$ cat src/rtl/motor_pkg.sv
// Types and defaults shared by the motor MMIO handler and the per-axis step generators.
package motor_pkg;

    localparam int MOTOR_CNT_W   = 32;
    localparam int DEF_STEP_HIGH = 50;
    localparam int DEF_STEP_LOW  = 50;
    localparam int DEF_DIR_SETUP = 10;

    typedef enum logic [2:0] {
        IDLE,
        SETUP,
        HIGH,
        LOW,
        DONE
    } state_t;

endpackage

$ cat src/rtl/stepper_step_gen.sv
// Per-axis STEP/DIR pulse generator: turns a step count and direction into timed
// driver pulses and reports the live remaining count back to the MMIO handler.
module stepper_step_gen
    import motor_pkg::*;
#(
    parameter int CNT_W     = MOTOR_CNT_W,
    parameter int TMR_W     = 16,
    parameter int STEP_HIGH = DEF_STEP_HIGH,
    parameter int STEP_LOW  = DEF_STEP_LOW,
    parameter int DIR_SETUP = DEF_DIR_SETUP
) (
    input  logic             PCLK,
    input  logic             PRESERN,
    input  logic             load,
    input  logic [CNT_W-1:0] step_count,
    input  logic             dir,
    input  logic             halt,
    output logic             step_out,
    output logic             dir_out,
    output logic [CNT_W-1:0] remaining,
    output logic             busy,
    output logic             done,
    output logic             halted
);

    localparam longint TMR_MAX = (64'(1) << TMR_W) - 1;

    if (STEP_HIGH < 1 || STEP_LOW < 1 || DIR_SETUP < 1 ||
        STEP_HIGH > TMR_MAX || STEP_LOW > TMR_MAX || DIR_SETUP > TMR_MAX) begin : g_param_check
        $error("stepper_step_gen: timing parameters must be in 1 .. 2**TMR_W-1");
    end

    localparam logic [TMR_W-1:0] T_SETUP = TMR_W'(DIR_SETUP - 1);
    localparam logic [TMR_W-1:0] T_HIGH  = TMR_W'(STEP_HIGH - 1);
    localparam logic [TMR_W-1:0] T_LOW   = TMR_W'(STEP_LOW - 1);

    state_t           state;
    logic [TMR_W-1:0] timer;
    logic             moving;

    assign moving = (state == SETUP) || (state == HIGH) || (state == LOW);

    always_ff @(posedge PCLK or negedge PRESERN) begin
        if (!PRESERN) begin
            state     <= IDLE;
            timer     <= '0;
            step_out  <= 1'b0;
            dir_out   <= 1'b1;
            remaining <= '0;
            busy      <= 1'b0;
            done      <= 1'b0;
            halted    <= 1'b0;
        end else begin
            done <= 1'b0;
            // A new command always wins, even over halt and even mid-pulse.
            if (load) begin
                remaining <= step_count;
                dir_out   <= dir;
                step_out  <= 1'b0;
                halted    <= 1'b0;
                if (step_count == '0) begin
                    state <= DONE;
                    timer <= '0;
                    busy  <= 1'b0;
                    done  <= 1'b1;
                end else begin
                    state <= SETUP;
                    timer <= T_SETUP;
                    busy  <= 1'b1;
                end
            end else if (halt && moving) begin
                state    <= IDLE;
                timer    <= '0;
                step_out <= 1'b0;
                busy     <= 1'b0;
                halted   <= 1'b1;
            end else begin
                case (state)
                    SETUP: begin
                        if (timer == '0) begin
                            state    <= HIGH;
                            step_out <= 1'b1;
                            timer    <= T_HIGH;
                        end else begin
                            timer <= timer - TMR_W'(1);
                        end
                    end
                    HIGH: begin
                        if (timer == '0) begin
                            state     <= LOW;
                            step_out  <= 1'b0;
                            remaining <= remaining - CNT_W'(1);
                            timer     <= T_LOW;
                        end else begin
                            timer <= timer - TMR_W'(1);
                        end
                    end
                    LOW: begin
                        if (timer == '0) begin
                            if (remaining != '0) begin
                                state    <= HIGH;
                                step_out <= 1'b1;
                                timer    <= T_HIGH;
                            end else begin
                                state <= DONE;
                                busy  <= 1'b0;
                                done  <= 1'b1;
                            end
                        end else begin
                            timer <= timer - TMR_W'(1);
                        end
                    end
                    DONE: begin
                        state <= IDLE;
                    end
                    default: begin
                        state <= IDLE;
                    end
                endcase
            end
        end
    end

endmodule

$ cat config.mk
export PLATFORM = sky130hd
export DESIGN_NAME = stepper_step_gen
export DESIGN_NICKNAME = d
export VERILOG_FILES = /design/src/rtl/motor_pkg.sv /design/src/rtl/stepper_step_gen.sv
export SDC_FILE = /design/constraint.sdc
export NUM_CORES = 1
export LEC_CHECK = 0
export CAP_MARGIN = 10
export CORE_UTILIZATION = 50
export DETAILED_ROUTE_END_ITERATION = 10
export GPL_TIMING_DRIVEN = 0
export PLACE_DENSITY = 0.91
export RECOVER_POWER = 50
export SLEW_MARGIN = 0
export SYNTH_ARGS = -nofsm -noshare
export SYNTH_HDL_FRONTEND = slang
export SYNTH_SLANG_ARGS = --single-unit
$ cat constraint.sdc
create_clock -name PCLK -period 2.65 [get_ports PCLK]
set_input_delay 0.265 -clock PCLK [delete_from_list [all_inputs] [get_ports PCLK]]
set_output_delay 0.265 -clock PCLK [all_outputs]
set_load 0.01 [all_outputs]
==> impl_metrics.ini, run 1 <==
[cts]
clock_latency_ps = 310
cts_root_buf = clkbuf_8
clk_pin_slew_ps = 100
cts-buffers-inserted = 5
cts_tree = done
clock_path_buffers = 2
cts_sinks = 56
htree_levels = 2

[global_route]
grt-ovfl-total = 0
grt_pass1_wl_um = 13800
track_usage = 0.272
first_global_vias = 2953
grt_antenna_before_repair = 0
grt_max_degree = 30

[place]
gp_congestion = 0.902
dp_hpwl_um = 6500
port_buffers = 72
placed_cells = 495
post-place-ws_ps = 160
post_dp_cell_area_sq_um = 4030

[power]
internal-power_uw = 1490
p_leak_uw = 0.00162
swShare = 0.338
comb_power_share = 0.292
switching_power_uw = 760
p_seq_frac = 0.487
pwr-share-clk = 0.221
power_density_nw_per_um2 = 542
power_uw = 2250
peakVddDrop_uv = 279

[critical_path]
cp-start-kind = flop
cpMaxStageDelayCell = dfrtp_1
crit_arrival_ps = 2610
cp-end-kind = flop
worstPathCellList = inv_1, ha_1, buf_1, and4b_4, nand4_2, clkbuf_2, nor3_1, xnor2_1, o21ai_0
slowest_delay_ps = 430
crit_type = reg -> reg
path_max_fanout = 10
r2r_slack_ps = 220
critPathRequiredTime_ps = 2830

[finish]
drive_gt1_frac = 0.109
area_delta_synth_final_pct = 29.7
antenna_cells = 0
final_cell_area_sq_um = 4150
final_nets = 469
instances_no_fill = 506
layout_common_cells = dfrtp_1 (55), clkdlybuf4s50_1 (55), nand2_1 (47)

[drt]
antenna_left = 0
wl_um = 8680
drc = 0
dr.pass1.iters = 5
detail_route.iter0.violations = 223
via_per_inst = 6.10
wire_per_inst_um = 17.1
vias = 3085

[floorplanning]
die_h_um = 82.0
row_count = 28
io_pins = 74
core_sq_um = 6060
die-area_sq_um = 6730
fp.dieW_um = 82.0
start_util = 0.528

[synth]
synth_cells = 347
synth_area_sq_um = 3200
syn-num-nets = 386
synth-edff-count = 0
synth-seq-cells = 56
ys_types = 55
synthArstFlopShare = 1.00
synth_top_area_share = 0.430
syn_area_per_cell_sq_um = 9.23
synth_seq_area_share = 0.438
yosysTopAreaCell = dfrtp_1
synthFlopType = dfrtp_1
synthTopCellsByArea = dfrtp_1 (43%), xnor2_1 (7.4%), nand2_1 (5.5%)
yosysWarnings = 0

[sta]
finalHoldViolCount = 0
timing.hold.ws_ps = 389
finalClockSkew_ps = 7.27
setup_viol = 0
fin_crit_ps = 2430
rsz0062_at_grt = false
slew_violations = 29
maxSlewHeadroom = -0.0539
fmax_mhz = 412
worst_pin_slew_ps = 1580
min_period_over_period = 0.916
fin_ws_ps = 222

[run_status]
status = finished, violations left
violations = capacitance limit, slew limit

[job]
maxCapViolations = 1

[min_path]
hp-class = in -> reg
==> critical path: cells and delay by family (launching register included) <==
kind | cells | cell delay [ps]
compound gates | 1 | 110
fa+ha+maj | 1 | 150
buf+inv | 3 | 680
simple gates | 3 | 760
flops | 1 | 430
xor+xnor | 1 | 160
==> cell families after synthesis <==
| family | share of synthesized area |
|---|---|
| muxes | 0.0211 |
| buffers and inverters | 0.0277 |
| adders and majority gates | 0.00781 |
| AOI/OAI and AO/OA | 0.144 |
| xor gates and xnor gates | 0.0848 |
| DFF | 0.438 |
| and+or+nand+nor | 0.277 |
==> power by group through the flow <==
stage,Combinational [uW],Sequential [uW],Clock [uW]
final,658,1100,498
after global routing,719,1110,527
after CTS,661,1090,492
after detailed placement,657,1100,0
after global placement,632,1100,0
after floorplan,372,1100,0
==> path summary, 6_finish.rpt <==
check | cells after the start | from | to
min | 4 | load | timer[10]$_DFFE_PN0P_
max in group asynchronous | 2 | PRESERN | remaining[29]$_DFFE_PN0P_
max | 9 | timer[0]$_DFFE_PN0P_ | remaining[25]$_DFFE_PN0P_
min in group asynchronous | 2 | PRESERN | timer[5]$_DFFE_PN0P_
min reg2reg | 1 | state[2]$_DFFE_PN0P_ | state[1]$_DFFE_PN0P_
max reg2reg | 9 | timer[0]$_DFFE_PN0P_ | remaining[25]$_DFFE_PN0P_
==> state kept, by name, summed over array words and instances (netlist names) <==
signal,cells
busy,1
dir_out,1
done,1
halted,1
remaining,32
state,3
step_out,1
timer,16
==> per-layer routing <==
metal,part of all wire,vias up,global-route usage
li1,-,1437,-
met1,0.44,1510,0.376
met2,0.49,123,0.431
met3,0.054,15,0.0411
met4,0.017,0,0.100
met5,0,-,0
==> Yosys cell counts (3+ instances only) <==
library cell / count
a21o_1: 4
nor2_1: 23
nand3_1: 3
or3_1: 9
nor4_2: 3
o21ai_0: 28
nand2_1: 47
dfrtp_1: 55
xnor2_1: 27
inv_1: 5
a31oi_1: 9
a21oi_1: 8
xor2_1: 4
or4_4: 3
clkbuf_1: 8
mux2_2: 6
nand2b_1: 3
o21ai_1: 16
nor4_1: 19
nor3_1: 20
==> layout make-up <==
class / count / area, sq um
Fill cell: 428 / 1910
Multi-Input combinational cell: 272 / 1710
Sequential cell: 56 / 1400
Timing Repair Buffer: 76 / 759
Tap cell: 75 / 93.8
Clock buffer: 6 / 82.6
Buffer: 14 / 71.3
Inverter: 5 / 18.8
Clock inverter: 2 / 10.0
==> timing repair <==
item                                    CTS  global route
hold buffers                              1             0
buffers inserted                          0             2
endpoints found under the hold margin    27             0
endpoints found under the setup margin    0            15
resized for setup                         0             3
==> stage by stage <==
stage / TNS (ps) / utilization
after global routing: 0 / 0.685
after global placement: -19640 / 0.663
final: 0 / 0.685
after CTS: 0 / 0.682
after detailed placement: 0 / 0.665
after floorplan: 0 / -
No activity file was read; power rests on OpenSTA's default activity.
==> inputs of run 2 (changes only) <==
--- a/config.mk
+++ b/config.mk
@@ -11,7 +11,7 @@
 export GPL_TIMING_DRIVEN = 0
 export PLACE_DENSITY = 0.91
 export RECOVER_POWER = 50
-export SLEW_MARGIN = 0
+export SLEW_MARGIN = 20
 export SYNTH_ARGS = -nofsm -noshare
 export SYNTH_HDL_FRONTEND = slang
 export SYNTH_SLANG_ARGS = --single-unit
==> run 2 against run 1 <==
The run now ends clean. Via count rose by 0.71%. Worst setup slack got worse by 66 ps. Clock-buffer cell count fell by 1. Core utilization fell by 0.29 points. Sequential cell count did not move. Cell count fell by 0.59%. Sequential share of layout area rose by 0.14 points. Fmax fell by 2.6%. Global-route usage fell by 0.11 points. Critical endpoint is now remaining[30]$_DFFE_PN0P_.
==> impl_metrics.ini, run 2 (synthesized netlist as in run 1, its figures left out) <==
[cts]
clk_pin_slew_ps = 100
clock_path_buffers = 2
cts_sinks = 56
cts_tree = done
cts_root_buf = clkbuf_8
clock_latency_ps = 320
cts-buffers-inserted = 5
htree_levels = 2

[sta]
slew_violations = 0
maxSlewHeadroom = 0.0751
fin_ws_ps = 156
finalHoldViolCount = 0
fmax_mhz = 401
min_period_over_period = 0.941
worst_pin_slew_ps = 1390
finalClockSkew_ps = 7.11
fin_crit_ps = 2490
setup_viol = 0

[critical_path]
worstPathCellList = inv_1, ha_1, buf_1, and4b_4, nand4_1, buf_2, nor3_1, xnor2_1, o21ai_1
worstRegToRegCells = 9
cp-end-kind = flop
path_max_fanout = 10
slowest_delay_ps = 410
crit_arrival_ps = 2690
cpMaxStageDelayCell = dfrtp_1
critPathRequiredTime_ps = 2840
crit_type = reg -> reg
cp-start-kind = flop

[min_path]
hp-class = in -> async

[power]
internal-power_uw = 1560
p_leak_uw = 0.00161
switching_power_uw = 772
peakVddDrop_uv = 324
power_density_nw_per_um2 = 563
comb_power_share = 0.282
p_seq_frac = 0.471
pwr-share-clk = 0.247
swShare = 0.331

[global_route]
track_usage = 0.271
first_global_vias = 2944
grt-ovfl-total = 0
grt_max_degree = 57
grt_antenna_before_repair = 0
grt_pass1_wl_um = 13800

[finish]
final_cell_area_sq_um = 4140
top_register = remaining
drive_gt1_frac = 0.107
area_delta_synth_final_pct = 29.2
top_regs = remaining (32), timer (16), state (3)
final_nets = 466
layout_common_cells = dfrtp_1 (55), clkdlybuf4s50_1 (55), nand2_1 (47)
antenna_cells = 0
instances_no_fill = 503
largest_reg_flops = 32

[drt]
drc = 0
wl_um = 8740
wire_per_inst_um = 17.4
dr.pass1.iters = 5
detail_route.iter0.violations = 285
antenna_left = 0
vias = 3107
via_per_inst = 6.18

[job]
maxCapViolations = 0

[floorplanning]
start_util = 0.528
die_h_um = 82.0
core_sq_um = 6060
row_count = 28
die-area_sq_um = 6730
fp.dieW_um = 82.0
io_pins = 74

[place]
placed_cells = 494
port_buffers = 72
post-place-ws_ps = 149
post_dp_cell_area_sq_um = 4010
dp_hpwl_um = 6390
gp_congestion = 0.902

[run_status]
status = complete, no violations
-- run 2: through the flow --
stage	TNS (ps)	total power [uW]	util	hold slack, ps
2_1_floorplan	0	1470	-	-30.6
3_3_place_gp	-19640	1730	0.663	459
3_5_place_dp	0	1760	0.662	361
4_1_cts	0	2320	0.681	16.2
5_1_grt	-25.2	2440	0.682	368
6_report	0	2330	0.682	264
-- run 2: final cells by class --
| class | count | area [sq um] |
|---|---|---|
| Buffer | 14 | 71.3 |
| Multi-Input combinational cell | 272 | 1710 |
| Tap cell | 75 | 93.8 |
| Inverter | 5 | 18.8 |
| Fill cell | 437 | 1930 |
| Timing Repair Buffer | 73 | 723 |
| Clock inverter | 3 | 42.5 |
| Clock buffer | 5 | 68.8 |
| Sequential cell | 56 | 1400 |
-- run 2: critical path: cells and delay by family (launching register included) --
kind	cells	cell delay (ps)
xor gates and xnor gates	1	150
AOI/OAI and AO/OA	1	80
adders and majority gates	1	140
and+or+nand+nor	3	850
buffers and inverters	3	740
DFF	1	410
-- run 2: metal layers --
metal,vias up,GRT usage,part of all wire
met1,1481,0.363,0.43
met3,29,0.0422,0.065
met2,167,0.430,0.48
met5,-,0,0
met4,0,0.126,0.024
li1,1430,-,-
-- run 2: what timing repair did --
item | CTS | global route
setup endpoints to repair | 0 | 15
hold buffers | 0 | 0
buffers inserted | 0 | 1
gates resized for setup | 0 | 3
endpoints found under the hold margin | 0 | 0
-- run 2: power groups by stage --
| stage | Combinational [uW] | Sequential, uW | Clock, uW |
|---|---|---|---|
| final | 658 | 1100 | 575 |
| after global routing | 720 | 1110 | 604 |
| after CTS | 658 | 1090 | 576 |
| after detailed placement | 653 | 1100 | 0 |
| after global placement | 632 | 1100 | 0 |
| after floorplan | 372 | 1100 | 0 |
-- run 2: final timing paths --
check / from / end / slack (ps)
max: timer[0]$_DFFE_PN0P_ / remaining[30]$_DFFE_PN0P_ / 160
min reg2reg: state[2]$_DFFE_PN0P_ / state[1]$_DFFE_PN0P_ / 490
max in group asynchronous: PRESERN / remaining[12]$_DFFE_PN0P_ / 1570
min: PRESERN / timer[2]$_DFFE_PN0P_ / 260
min in group PCLK: load / timer[10]$_DFFE_PN0P_ / 400
max reg2reg: timer[0]$_DFFE_PN0P_ / remaining[30]$_DFFE_PN0P_ / 160
